<file path="src/rtl/len5_pkg.sv">
// len5_pkg: shared frontend types and defaults for branch-resolution handling
package len5_pkg;
  localparam int XLEN = 64;
  localparam int BPU_RES_FIFO_DEPTH = 4;
  typedef struct packed {
    logic [XLEN-1:0] pc;
    logic [XLEN-1:0] target;
    logic            taken;
  } bpu_upd_t;
endpackage

</file>
<file path="src/rtl/fe_res_fifo.sv">
// fe_res_fifo: sync FIFO of BPU updates; a push while full is taken only alongside a pop
module fe_res_fifo import len5_pkg::*; #(
  parameter int DEPTH = BPU_RES_FIFO_DEPTH
) (
  input  logic                     clk_i,
  input  logic                     rst_i,
  input  logic                     push_i,
  input  bpu_upd_t                 data_i,
  input  logic                     pop_i,
  output bpu_upd_t                 data_o,
  output logic                     full_o,
  output logic                     empty_o,
  output logic [$clog2(DEPTH):0]   count_o
);
  localparam int AW = $clog2(DEPTH);
  bpu_upd_t       mem [DEPTH];
  logic [AW-1:0]  wr_q, rd_q;
  logic [AW:0]    cnt_q;
  logic           do_push, do_pop;
  assign empty_o = cnt_q == '0;
  assign full_o  = cnt_q == (AW+1)'(DEPTH);
  assign count_o = cnt_q;
  assign do_pop  = pop_i && !empty_o;
  assign do_push = push_i && (!full_o || do_pop);
  assign data_o  = mem[rd_q];
  // pointers wrap naturally since DEPTH is a power of two
  always_ff @(posedge clk_i) begin
    if (rst_i) begin
      wr_q  <= '0;
      rd_q  <= '0;
      cnt_q <= '0;
    end else begin
      if (do_push) wr_q <= wr_q + 1'b1;
      if (do_pop) rd_q <= rd_q + 1'b1;
      cnt_q <= cnt_q + {{AW{1'b0}}, do_push} - {{AW{1'b0}}, do_pop};
    end
  end
  // storage needs no reset; outputs are gated by emptiness upstream
  always_ff @(posedge clk_i) begin
    if (do_push) mem[wr_q] <= data_i;
  end
endmodule

</file>
<file path="src/rtl/fe_bu_res_rx.sv">
// fe_bu_res_rx: buffers branch-unit BPU updates and turns mispredictions into pc_gen redirects (optional LEN5_FE_RES_BYPASS_EN)
module fe_bu_res_rx import len5_pkg::*; #(
  parameter int BPU_FIFO_DEPTH = BPU_RES_FIFO_DEPTH
) (
  input  logic            clk_i,
  input  logic            rst_i,
  input  logic            flush_i,
  input  logic            bu_bpu_valid_i,
  input  logic [XLEN-1:0] bu_res_pc_i,
  input  logic [XLEN-1:0] bu_res_target_i,
  input  logic            bu_res_taken_i,
  input  logic            bu_pcgen_valid_i,
  output logic            bu_pcgen_ready_o,
  output logic            bpu_upd_valid_o,
  input  logic            bpu_upd_ready_i,
  output logic [XLEN-1:0] bpu_upd_pc_o,
  output logic [XLEN-1:0] bpu_upd_target_o,
  output logic            bpu_upd_taken_o,
  output logic            pcgen_redirect_valid_o,
  input  logic            pcgen_redirect_ready_i,
  output logic [XLEN-1:0] pcgen_redirect_pc_o,
  output logic            res_overflow_o
);
  typedef enum logic [1:0] {R_IDLE, R_REQ, R_ACK, R_WAIT} r_state_t;
  r_state_t                        state_q, state_d;
  bpu_upd_t                        upd_in, head, upd_out;
  logic                            byp, push, full, empty;
  logic [$clog2(BPU_FIFO_DEPTH):0] count;
  logic [XLEN-1:0]                 redir_q;
  logic                            ovf_q;
  assign upd_in = '{pc: bu_res_pc_i, target: bu_res_target_i, taken: bu_res_taken_i};
`ifdef LEN5_FE_RES_BYPASS_EN
  assign byp = empty && bpu_upd_ready_i && bu_bpu_valid_i;
`else
  assign byp = 1'b0;
`endif
  assign push = bu_bpu_valid_i && !byp;
  fe_res_fifo #(.DEPTH(BPU_FIFO_DEPTH)) u_fifo (
    .clk_i   (clk_i),
    .rst_i   (rst_i),
    .push_i  (push),
    .data_i  (upd_in),
    .pop_i   (bpu_upd_ready_i),
    .data_o  (head),
    .full_o  (full),
    .empty_o (empty),
    .count_o (count)
  );
  assign upd_out          = !empty ? head : byp ? upd_in : '0;
  assign bpu_upd_valid_o  = (count != '0) || byp;
  assign bpu_upd_pc_o     = upd_out.pc;
  assign bpu_upd_target_o = upd_out.target;
  assign bpu_upd_taken_o  = upd_out.taken;
  assign res_overflow_o   = ovf_q;
  assign pcgen_redirect_pc_o = redir_q;
  // sticky drop flag: a full FIFO only makes room when the head leaves this cycle
  always_ff @(posedge clk_i) begin
    if (rst_i) ovf_q <= 1'b0;
    else if (push && full && !bpu_upd_ready_i) ovf_q <= 1'b1;
  end
  // redirect state register
  always_ff @(posedge clk_i) begin
    if (rst_i) state_q <= R_IDLE;
    else state_q <= state_d;
  end
  // next state and handshake outputs; flush overrides every transition
  always_comb begin
    state_d = flush_i ? R_IDLE :
              (state_q == R_IDLE && bu_pcgen_valid_i) ? R_REQ :
              (state_q == R_REQ && pcgen_redirect_ready_i) ? R_ACK :
              (state_q == R_ACK) ? R_WAIT :
              (state_q == R_WAIT && !bu_pcgen_valid_i) ? R_IDLE : state_q;
    pcgen_redirect_valid_o = state_q == R_REQ;
    bu_pcgen_ready_o       = state_q == R_ACK;
  end
  // redirect PC captured with the request so it stays stable while valid is high
  always_ff @(posedge clk_i) begin
    if (rst_i) redir_q <= '0;
    else if (state_q == R_IDLE && bu_pcgen_valid_i && !flush_i)
      redir_q <= bu_res_taken_i ? bu_res_target_i : bu_res_pc_i + XLEN'(4);
  end
endmodule

</file>
<file path="config.mk">
export PLATFORM = sky130hd
export DESIGN_NAME = fe_bu_res_rx
export DESIGN_NICKNAME = d
export VERILOG_FILES = /design/src/rtl/len5_pkg.sv /design/src/rtl/fe_res_fifo.sv /design/src/rtl/fe_bu_res_rx.sv
export SDC_FILE = /design/constraint.sdc
export NUM_CORES = 1
export LEC_CHECK = 0
export ABC_CLOCK_PERIOD_IN_PS = 9300
export CORE_ASPECT_RATIO = 0.5
export CORE_UTILIZATION = 33
export DETAILED_ROUTE_END_ITERATION = 16
export PLACE_DENSITY_LB_ADDON = 0.1
export SYNTH_ARGS = -nofsm -noshare
export SYNTH_HDL_FRONTEND = slang
export SYNTH_SLANG_ARGS = --single-unit
export TNS_END_PERCENT = 1
</file>
<file path="constraint.sdc">
create_clock -name clk_i -period 9.3 [get_ports clk_i]
set_input_delay 1.86 -clock clk_i [delete_from_list [all_inputs] [get_ports clk_i]]
set_output_delay 1.86 -clock clk_i [all_outputs]
set_load 0.05 [all_outputs]
</file>
Word-level counts from Yosys, hierarchy flattened
Memories as Yosys holds them, arrays and structs flattened. A register that Yosys moved wholly into a read port is not among the register bits.
Cells that the tools add are included.
{"block": "classes", "add_sub_neg": 5, "mul": 0, "n_div": 0, "magnitude_cmp": 0, "eq_ne": 4, "shifts": 0, "muxes": 10, "bitwise": 0, "n_reduce_logical": 21}
{"op": "129-bit two-way mux", "count": 1}
{"op": "64-bit by 3-bit adder with 64-bit output, second input constant", "count": 1}
{"op": "64-bit two-way mux", "count": 1}
{"op": "2-bit two-way mux", "count": 5}
{"op": "1-bit logical AND", "count": 8}
{"op": "3-bit nonzero test", "count": 2}
{"op": "1-bit zero test", "count": 5}
{"op": "2-bit by 1-bit adder with 2-bit output, second input constant", "count": 2}
{"op": "2-bit equality test, second input constant", "count": 2}
{"op": "4-bit nonzero test", "count": 1}
{"op": "3-bit by 1-bit adder with 3-bit output", "count": 1}
{"op": "3-bit equality test, second input constant", "count": 1}
{"op": "3-bit zero test", "count": 1}
{"op": "1-bit two-way mux", "count": 3}
{"op": "3-bit OR reduction", "count": 1}
{"op": "3-bit by 1-bit subtractor with 3-bit output", "count": 1}
{"op": "2-bit by 1-bit equality test with 1-bit output, second input constant", "count": 1}
{"op": "2-bit zero test", "count": 1}
{"op": "2-bit OR reduction", "count": 1}
{"op": "1-bit logical OR", "count": 1}
{"block": "word_totals", "reg_bits": 74, "latch_bits": 0, "ram_bits": 516, "romBits": 0, "output_inout_bits": 197, "word_cells": 48, "memories": 1}
{"name": "u_fifo.mem", "words": 4, "word_bits": 129, "rd": 1, "rd_ports_with_merged_regs": 1, "wr": 1, "line_no": "fe_res_fifo.sv:16", "source": "bpu_upd_t mem [DEPTH];"}

Depth between registers and ports, before layout
{"block": "depth", "ltp_word": 7, "mapped_depth": 9}

Hierarchy
A second synthesis with hierarchy kept.
{"block": "hier_totals", "cells_unflattened": 1505, "area_unflattened_um2": 24706.2}
{"module": "fe_res_fifo", "instances": 1, "cells_per_inst": 720, "area_per_inst_um2": 19094.6, "seq_area_each_um2": 15675.0}
{"module": "fe_bu_res_rx", "instances": 1, "cells_per_inst": 785, "area_per_inst_um2": 5611.6, "seq_area_each_um2": 1341.3}

Worst setup path after synthesis
OpenSTA, ideal clock, no wires.
{"block": "synth_timing", "path_kind": "input-to-reg", "start": "in bpu_upd_ready_i", "end": "mem u_fifo.mem[0][0] in the netlist's numbering (enable)", "setup_time_ps": 503, "arrival_ps": 5246, "t_required_ps": 8797, "slack_ps": 3550, "path_stages": 4, "path_buffers": 1, "path_cell_list": "nor4b_1 > nor2b_1 > clkbuf_1 > and2_1"}
{"block": "synth_between", "elab_chain_len": 5}
{"item": "start, declared", "line_no": "fe_bu_res_rx.sv:15", "source": "input logic bpu_upd_ready_i,"}
{"item": "1-bit logical AND", "line_no": "fe_res_fifo.sv:23", "source": "assign do_pop = pop_i && !empty_o;"}
{"item": "1-bit logical OR", "line_no": "fe_res_fifo.sv:24", "source": "assign do_push = push_i && (!full_o || do_pop);"}
{"item": "1-bit logical AND", "line_no": "fe_res_fifo.sv:24"}
{"item": "named net u_fifo.do_push", "line_no": "fe_res_fifo.sv:19", "source": "logic do_push, do_pop;"}
{"item": "1-bit two-way mux", "line_no": "fe_res_fifo.sv:40", "source": "if (do_push) mem[wr_q] <= data_i;"}
{"item": "1-bit two-way mux (implied by the code)", "line_no": "fe_res_fifo.sv:40"}
{"item": "end, declared", "line_no": "fe_res_fifo.sv:16"}
The timed path passes the listed nets, and every way through them passes these cells.

==> metrics.txt <==
DR iter-0 viols 1066; P_leak 9.55 nW; first-pass GRT wire length 102000 um; reg2reg path depth 4; WL/cell 25.1 um; Min-Delay Endpoint pcgen_redirect_pc_o[5]; Reg-to-Reg End u_fifo.mem[0][101]; Nets 1923; DR vias/cell 5.10; drt drc 0; Final Non-Filler Cells 2783; Worst R2R Start u_fifo.count_o[1]; commonest non-fill, non-tap cells in the layout 516 x edfxtp_1, 330 x clkdlybuf4s50_1, 131 x and2_1; fmax 180 MHz; postcts setup bufs 0; clk buf depth 3; synth top area cells edfxtp_1 64%, mux4_2 12%, dfxtp_1 6.2%; Post-Route Utilization 0.423; Die X-Extent 386 um; H-tree Lvls 2; Post-synth EDFFs 516; Final Hold Fails 0; sequential cell area fraction in the yosys report 0.699; cts bufs inserted 54; hold path depth 2; Detail Placement HPWL 44800 um; max_slew headroom 0.169; setup TNS 0 ns; clock slew at reported path FFs 0.06 ns; GPL Wtd Cong 0.792; hold path startpoint pcgen_redirect_pc_o[5]; vias in the first global route 14500; Worst Path Arrival 3.71 ns; critical path launch point type flip-flop; power per cell area 286 mW/mm2; GRT overflow 0; PortBufs 332; worst-skew pair later-pin latency 0.61 ns; DR vias 14200; Worst EP required 7.44 ns; measured slew at the worst slew-check pin 1.24 ns; crit path capture type primary output; Async SR Flop Fraction 0; Max VDD drop 0.000148 V; Final Cell Area 0.0304 mm2; clock tree root driver cell clkbuf_16; Total GRT Usage 0.184; Routed Wire Length 69900 um; Final Cycle Share 0.599; share of layout cells above drive strength 1 0.133; RSZ-0062 raised after global routing false; Cells after Synth 1469; CTS tree built; max_cap viols 0; clock period minus worst slack 5.57 ns; reg-to-reg slack, setup 6.30 ns; YS warnings 0; Row Count 69; Setup Skew 0.0270 ns; commonest non-fill, non-tap cell in the layout edfxtp_1; flops & latches, synth 592; post-CTS resize count 0; status completed; initial antenna violation count 1; Layout area overhead 24.9%; Synth top area share 0.636; max-slew violations 0; 1st-pass router iterations 9; Netlist Area Pre-Place 0.0244 mm2; DP Cell Count 2681; IO Pins 333; Total Die Area 0.0750 mm2; Clock Sinks 592; core box area 0.0720 mm2; # setup viols final 0; DP Area 0.0287 mm2; Unique masters post-synth 50; Worst Path Max Fanout 40; top cell type by total area after synthesis edfxtp_1; starting density of the core 0.338; Final ANT Viol Nets 0; Setup CP Type flip-flop to primary output; ys flop type edfxtp_1; Tightest Hold Check Type flip-flop to flip-flop; Die Ht 194 um; CTS Hold Bufs 0; Power Total 8.70 mW; pin count of the biggest net entering global routing 84; Syn Nets 1613; post-synthesis average cell area 16.6 um2
## through the flow
step / hold slack (ns) / worst slack, ns
finish: 0.454 / 3.73
global route: 0.476 / 3.43
CTS: 0.455 / 3.57
detailed placement: 0.446 / 4.13
global placement: 0.446 / 4.14
floorplan: 0.485 / 3.55
## synth_stat cells, types with 3 or more instances
master	count
a211oi_1	10
a21oi_1	48
a311oi_1	5
a31oi_1	3
a32o_1	5
and2_1	135
and3_1	29
and4_1	3
buf_1	26
clkbuf_1	67
dfxtp_1	76
edfxtp_1	516
ha_1	7
inv_1	19
mux2i_1	10
mux4_2	129
nand2_1	58
nand2b_1	16
nand3_1	42
nand3b_1	11
nand4_1	18
nor2_1	27
nor2b_1	10
nor3_1	31
nor4_1	19
o211a_1	4
o211ai_1	46
o21a_1	3
o21ai_0	14
o311ai_0	4
or3_1	11
or4_1	14
or4b_1	3
xnor2_1	16
xor2_1	11
## report_power, final
group,total (mW),switching (mW),internal (mW)
Combinational,3.24,2.06,1.17
Clock,2.24,0.997,1.24
Sequential,3.23,0.107,3.12
Total,8.70,3.17,5.54
## worst max-delay path by stage
| stage | to | depth (start not counted) | start | slack [ns] |
|---|---|---|---|---|
| global route | bpu_upd_pc_o[38] | 4 | flip-flop | 3.43 |
| finish | bpu_upd_pc_o[38] | 4 | flip-flop | 3.73 |
| floorplan | u_fifo.mem[0][0] | 4 | bpu_upd_ready_i | 3.55 |
| global placement | pcgen_redirect_pc_o[32] | 7 | bu_res_pc_i[2] | 4.14 |
| detailed placement | pcgen_redirect_pc_o[32] | 7 | bu_res_pc_i[2] | 4.13 |
| CTS | bpu_upd_pc_o[38] | 4 | flip-flop | 3.57 |
## critical path: stages (launching register included)
cell and delay (ns):
dfxtp_4 0.74, buf_4 0.78, mux4_2 0.63, and2_1 0.18
clkdlybuf4s50_1 0.70
## registers in the layout, indices dropped and copies added (netlist names), named ones only
signal,count
u_fifo.wr_q,2
u_fifo.count_o,3
pcgen_redirect_pc_o,64
res_overflow_o,1
u_fifo.mem,516
u_fifo.rd_q,2
state_q,2
## routing by layer
metal	vias to the layer above	track usage	part of all wire
li1	6432	-	-
met1	7409	0.239	0.42
met2	262	0.327	0.52
met3	77	0.0294	0.040
met4	0	0.0332	0.015
met5	-	0	0
## final cells by class
cell class / count / area, um2
Antenna cell: 1 / 2.50
Timing Repair Buffer: 350 / 3470
Clock buffer: 81 / 1550
Clock inverter: 20 / 183
Tap cell: 958 / 1200
Sequential cell: 592 / 17000
Inverter: 19 / 71.3
Fill cell: 6572 / 41600
Multi-Input combinational cell: 762 / 6920
## cells by family (layout without fill, tap and decap cells)
family,after synthesis,count (layout),synth area share
DFF,592,592,0.699
and+or+nand+nor,437,437,0.104
AOI/OAI and AO/OA,151,151,0.0417
muxes,139,139,0.123
buffers and inverters,115,470,0.0184
xor gates and xnor gates,27,27,0.00971
adders and majority gates,8,8,0.00442
other,0,1,0
Power figures use the tool's default switching activity.
==> RTL change 1 (same settings) <==
Change the package constant `XLEN` from 64 to 68.
--- a/src/rtl/len5_pkg.sv
+++ b/src/rtl/len5_pkg.sv
@@ -1,5 +1,5 @@
 // len5_pkg: shared frontend types and defaults for branch-resolution handling
 package len5_pkg;
-  localparam int XLEN = 64;
+  localparam int XLEN = 68;
   localparam int BPU_RES_FIFO_DEPTH = 4;
   typedef struct packed {
Interface: changed (5 resized); port bits go from 333 to 353. The function was not compared with the original's and may differ.
==> RTL change 1 against the unedited design <==
  * Utilization increased by 0.22 points
  * Synthesized area is 4.5% higher
  * Worst setup slack lost 180 ps
  * Total power grew 8.6%
  * Count of clock-buffer cells in the layout is 7 lower
  * Combinational power rose by 6.2%
  * Cell area rose by 5.7%
  * Critical path depth unchanged
  * Sequential cell count rose by 36
  * Global-route usage down 0.21 points
  * Wire length is 3.5% higher
  * Fmax down 3.1%
==> RTL change 1: results (changes against the unedited design) <==
- The ratio of cells with drive above 1 in the final layout is 14.5% (+1.2 points).
- The startpoint identified for the worst register-to-register timing path is u_fifo.count_o[2].
- The sum of met2 wire segment lengths after detailed routing came to 37,800 microns (+3.1%).
- The worst-case vdd ir drop came to 171 uV (+15%).
- The worst endpoint data arrival time came to 3880 ps (+170 ps).
- The ratio of routed vias to standard cells is 4.99 (-2.1%).
- The number of enable flip-flop cells after synthesis is 548 (+6.2%).
- The sequential cell power is 0.00343 W (+6.2%).
- The iteration-0 DRC count of the detailed router is 867 (-19%).
- The largest net degree at the start of global routing is 102 (+21%).
- The last weighted congestion value of the routability-driven placer was 0.751 (-5.2%).
- Among all stages on the critical path, the largest delay is contributed by sky130_fd_sc_hd__dfxtp_4.
- The portion of the clock cycle consumed by the worst path in the final layout is 61.8% (+1.9 points).
- The power attributed to the clock group is 0.00258 W (+15%).
- The wire length of the first global-routing pass came to 104,000 microns (+2.1%).
- The number of flip-flops under the largest register name is 548 (+6.2%).
- The final net count is 1,982 (+3.1%).
- The flow ran to the end, and the final reports show no timing, DRC or antenna violations.
- The headroom to the max-slew limit is 23.9% (+7.0 points).
- The delay of the slowest critical-path stage is 950 ps (+170 ps).
- The via count of the first global-routing pass was 14,900 (+2.6%).
- The clock latency of the later-clocked register in the worst-skew pair is 630 ps (+20 ps).
- The number of vias in the routed layout is 14,500 (+2.1%).
- The average wire per cell in the routed design is 24.9 microns (-0.82%).
- The quantity of I/O buffers inserted on ports is 352 (+6.0%).
- The post-synthesis instance total is 1,490 (+1.4%).
- The synthesized netlist net count came to 1,642 (+1.8%).
- The sum of net half-perimeters after detailed placement came to 44,300 microns (-1.2%).
- The internal reg-to-reg setup slack is 6340 ps (+40 ps).
- The detailed-routed wire length on met3 is 2160 microns (-22%).
- The leakage power figure is 10.1 nW (+6.2%).
- The distinct cell type count after synthesis is 53 (+6.0%).
- The number of cells in the design after placement is 2,792 (+4.1%).
- By area the synthesized netlist is led by sky130_fd_sc_hd__edfxtp_1 65%, sky130_fd_sc_hd__mux4_2 12%, sky130_fd_sc_hd__dfxtp_1 6.3%.
RTL change 1: cell types whose count changed in the layout (fill, tap and decap cells not counted), sizes merged, moves of 8 or more:
| cell | unedited run | this run |
|---|---|---|
| nand2b | 16 | 5 |
| nand2 | 58 | 70 |
| o22ai | 2 | 27 |
| o211ai | 46 | 12 |
| xnor2 | 16 | 55 |
| mux4 | 129 | 137 |
| nand3 | 42 | 26 |
| and2 | 135 | 143 |
| or4 | 16 | 1 |
| edfxtp | 516 | 548 |
| o21ai | 14 | 25 |
| clkinv | 13 | 25 |
| nand3b | 11 | 0 |
| clkdlybuf4s50 | 330 | 350 |
RTL change 1: final timing paths:
kind | depth (start not counted) | endpoint
max | 4 | bpu_upd_target_o[66]
min | 2 | pcgen_redirect_pc_o[4]
max reg2reg | 4 | u_fifo.mem[1][29]
min reg2reg | 2 | pcgen_redirect_pc_o[4]
RTL change 1: layer usage:
layer,GRT usage (%),vias up
li1,-,6520
met1,23.1,7599
met2,32.6,259
met3,2.53,102
met4,5.20,0
met5,0,-
RTL change 1: final cells by class:
type,count,area [sq um],share of cell area [%]
Clock inverter,36,398,1.24
Tap cell,1022,1280,3.98
Timing Repair Buffer,367,3680,11.4
Inverter,18,67.6,0.210
Multi-Input combinational cell,757,7000,21.8
Antenna cell,2,5.00,0.0156
Clock buffer,74,1660,5.16
Sequential cell,628,18100,56.2
RTL change 1: logic make-up (layout without fill, tap and decap cells):
group                      after synthesis  in the layout  synth area share, %
AOI/OAI and AO/OA                      142            142                 3.38
xor gates and xnor gates                67             67                 2.31
adders and majority gates                8              8                0.423
buffers and inverters                  105            495                 1.63
DFF                                    628            628                 71.0
muxes                                  142            142                 12.3
other                                    0              2                    0
and+or+nand+nor                        398            398                 8.96
==> RTL change 2 (config.mk and constraints unchanged) <==
Made on the original files. The 4 states of `r_state_t` get a Gray code encoding in 2 bits.
--- a/src/rtl/fe_bu_res_rx.sv
+++ b/src/rtl/fe_bu_res_rx.sv
@@ -22,5 +22,5 @@
   output logic            res_overflow_o
 );
-  typedef enum logic [1:0] {R_IDLE, R_REQ, R_ACK, R_WAIT} r_state_t;
+  typedef enum logic [1:0] {R_IDLE = 2'b00, R_REQ = 2'b01, R_ACK = 2'b11, R_WAIT = 2'b10} r_state_t;
   r_state_t                        state_q, state_d;
   bpu_upd_t                        upd_in, head, upd_out;
Behaviour: same outputs for any inputs over 4 cycles, from zero or initial values and one cycle with rst_i high; so few cycles prove little.
==> RTL change 2 against the unedited design <==
  * Synthesized area barely moved
  * Combinational power rose by 2%
  * Worst setup slack improved by 87 ps
  * Critical endpoint is now bpu_upd_target_o[38]
  * Sequential cell count did not move
  * Die area barely moved
  * Via count rose by 3.3%
  * Critical path type unchanged
  * Cell area rose by 0.58%
  * Wire length rose by 5.3%
  * Total power rose by 0.85%
  * Highest routed layer unchanged
==> RTL change 2: results (changes against the unedited design) <==
- The iteration-0 DRC count of the detailed router came to 1,190 (+12%).
- The headroom to the max-slew limit is 16.9% (-0.062 points).
- The via count of the first global-routing pass is 14,600 (+0.53%).
- The number of buffers created by CTS is 56 (+3.7%).
- The placed cell area came to 0.0288 sq mm (+0.40%).
- The number of vias in the routed layout was 14,700 (+3.3%).
- The total routed wirelength was 73,600 microns (+5.3%).
- The distinct cell type count after synthesis is 60 (+20%).
- The number of cells in the design after placement is 2,722 (+1.5%).
- The largest net degree at the start of global routing was 130 (+55%).
- Sorting the synthesized cells by area gives the leading types as sky130_fd_sc_hd__edfxtp_1 64%, sky130_fd_sc_hd__mux4_2 12%, sky130_fd_sc_hd__dfxtp_1 6.2%.
- The post-route worst hold slack is 451 ps (-3.01 ps).
- In this run the most critical hold path is launched from pcgen_redirect_pc_o[27].
- The critical path ends at bpu_upd_target_o[38].
- The post-layout instance area is 0.0306 sq mm (+0.58%).
- The internal reg-to-reg setup slack is 6240 ps (-60 ps).
- The worst-case vdd ir drop is 177 uV (+20%).
- The delay of the slowest critical-path stage is 850 ps (+70 ps).
- The number of detailed-routing iterations run before antenna repair came to 7 (-2).
- The net switching power of the design is 0.00323 W (+1.9%).
- The run finished with clean final reports.
- The sum of net half-perimeters after detailed placement was 46,800 microns (+4.5%).
- The commonest cells after synthesis are 516 x sky130_fd_sc_hd__edfxtp_1, 139 x sky130_fd_sc_hd__and2_1, 129 x sky130_fd_sc_hd__mux4_2.
- The overall track demand over capacity in global routing is 19.3% (+0.92 points).
- The wire length of the first global-routing pass is 105,000 microns (+2.9%).
- The last weighted congestion value of the routability-driven placer came to 0.817 (+3.2%).
- The post-synthesis instance total is 1,483 (+0.95%).
- The clock latency of the later-clocked register in the worst-skew pair is 630 ps (+20 ps).
- The worst register-to-register path ends at u_fifo.mem[2][89].
- The synthesized netlist net count is 1,627 (+0.87%).
- The ratio of routed vias to standard cells was 5.17 (+1.4%).
-- RTL change 2: cell count changes in the layout (fill, tap and decap cells not counted), sizes merged, moves of 8 or more --
| cell | delta |
|---|---|
| nor2 | +19 |
| nand2 | +15 |
| a31oi | +13 |
| clkbuf | -11 |
| nand3b | -11 |
| clkinv | +10 |
| o211ai | -10 |
| nand2b | -9 |
| diode | +8 |
| nand3 | +8 |
-- RTL change 2: power by group through the flow --
stage	logic, W	clock network (W)	registers [W]
after global placement	0.00338	0	0.00325
after CTS	0.00338	0.00235	0.00320
after global routing	0.00347	0.00245	0.00321
after detailed placement	0.00337	0	0.00325
after floorplan	0.00214	0	0.00330
final	0.00330	0.00228	0.00319
-- RTL change 2: layer usage --
metal	track usage (%)	wire, microns	vias up
met5	0	0	-
met2	29.7	34300	319
met4	4.56	1300	0
met1	28.8	35000	7704
met3	2.87	3050	81
li1	-	-	6549
-- RTL change 2: cell families after synthesis --
family | after synthesis | share of synthesized area [%]
DFF | 592 | 69.8
and+or+nand+nor | 459 | 10.7
AOI/OAI and AO/OA | 156 | 4.13
muxes | 137 | 12.3
buffers and inverters | 101 | 1.61
xor gates and xnor gates | 30 | 1.08
adders and majority gates | 8 | 0.442
-- RTL change 2: area by class of cell --
type | count | area share (%)
Timing Repair Buffer | 354 | 11.5
Clock buffer | 70 | 4.89
Inverter | 14 | 0.172
Tap cell | 972 | 3.97
Multi-Input combinational cell | 790 | 22.8
Sequential cell | 592 | 55.6
Clock inverter | 34 | 0.928
Antenna cell | 9 | 0.0736
-- RTL change 2: critical path: cells and delay by family (launching register included) --
kind	cells	cell delay [ps]
DFF	1	590
and+or+nand+nor	1	220
buffers and inverters	2	1570
muxes	1	590
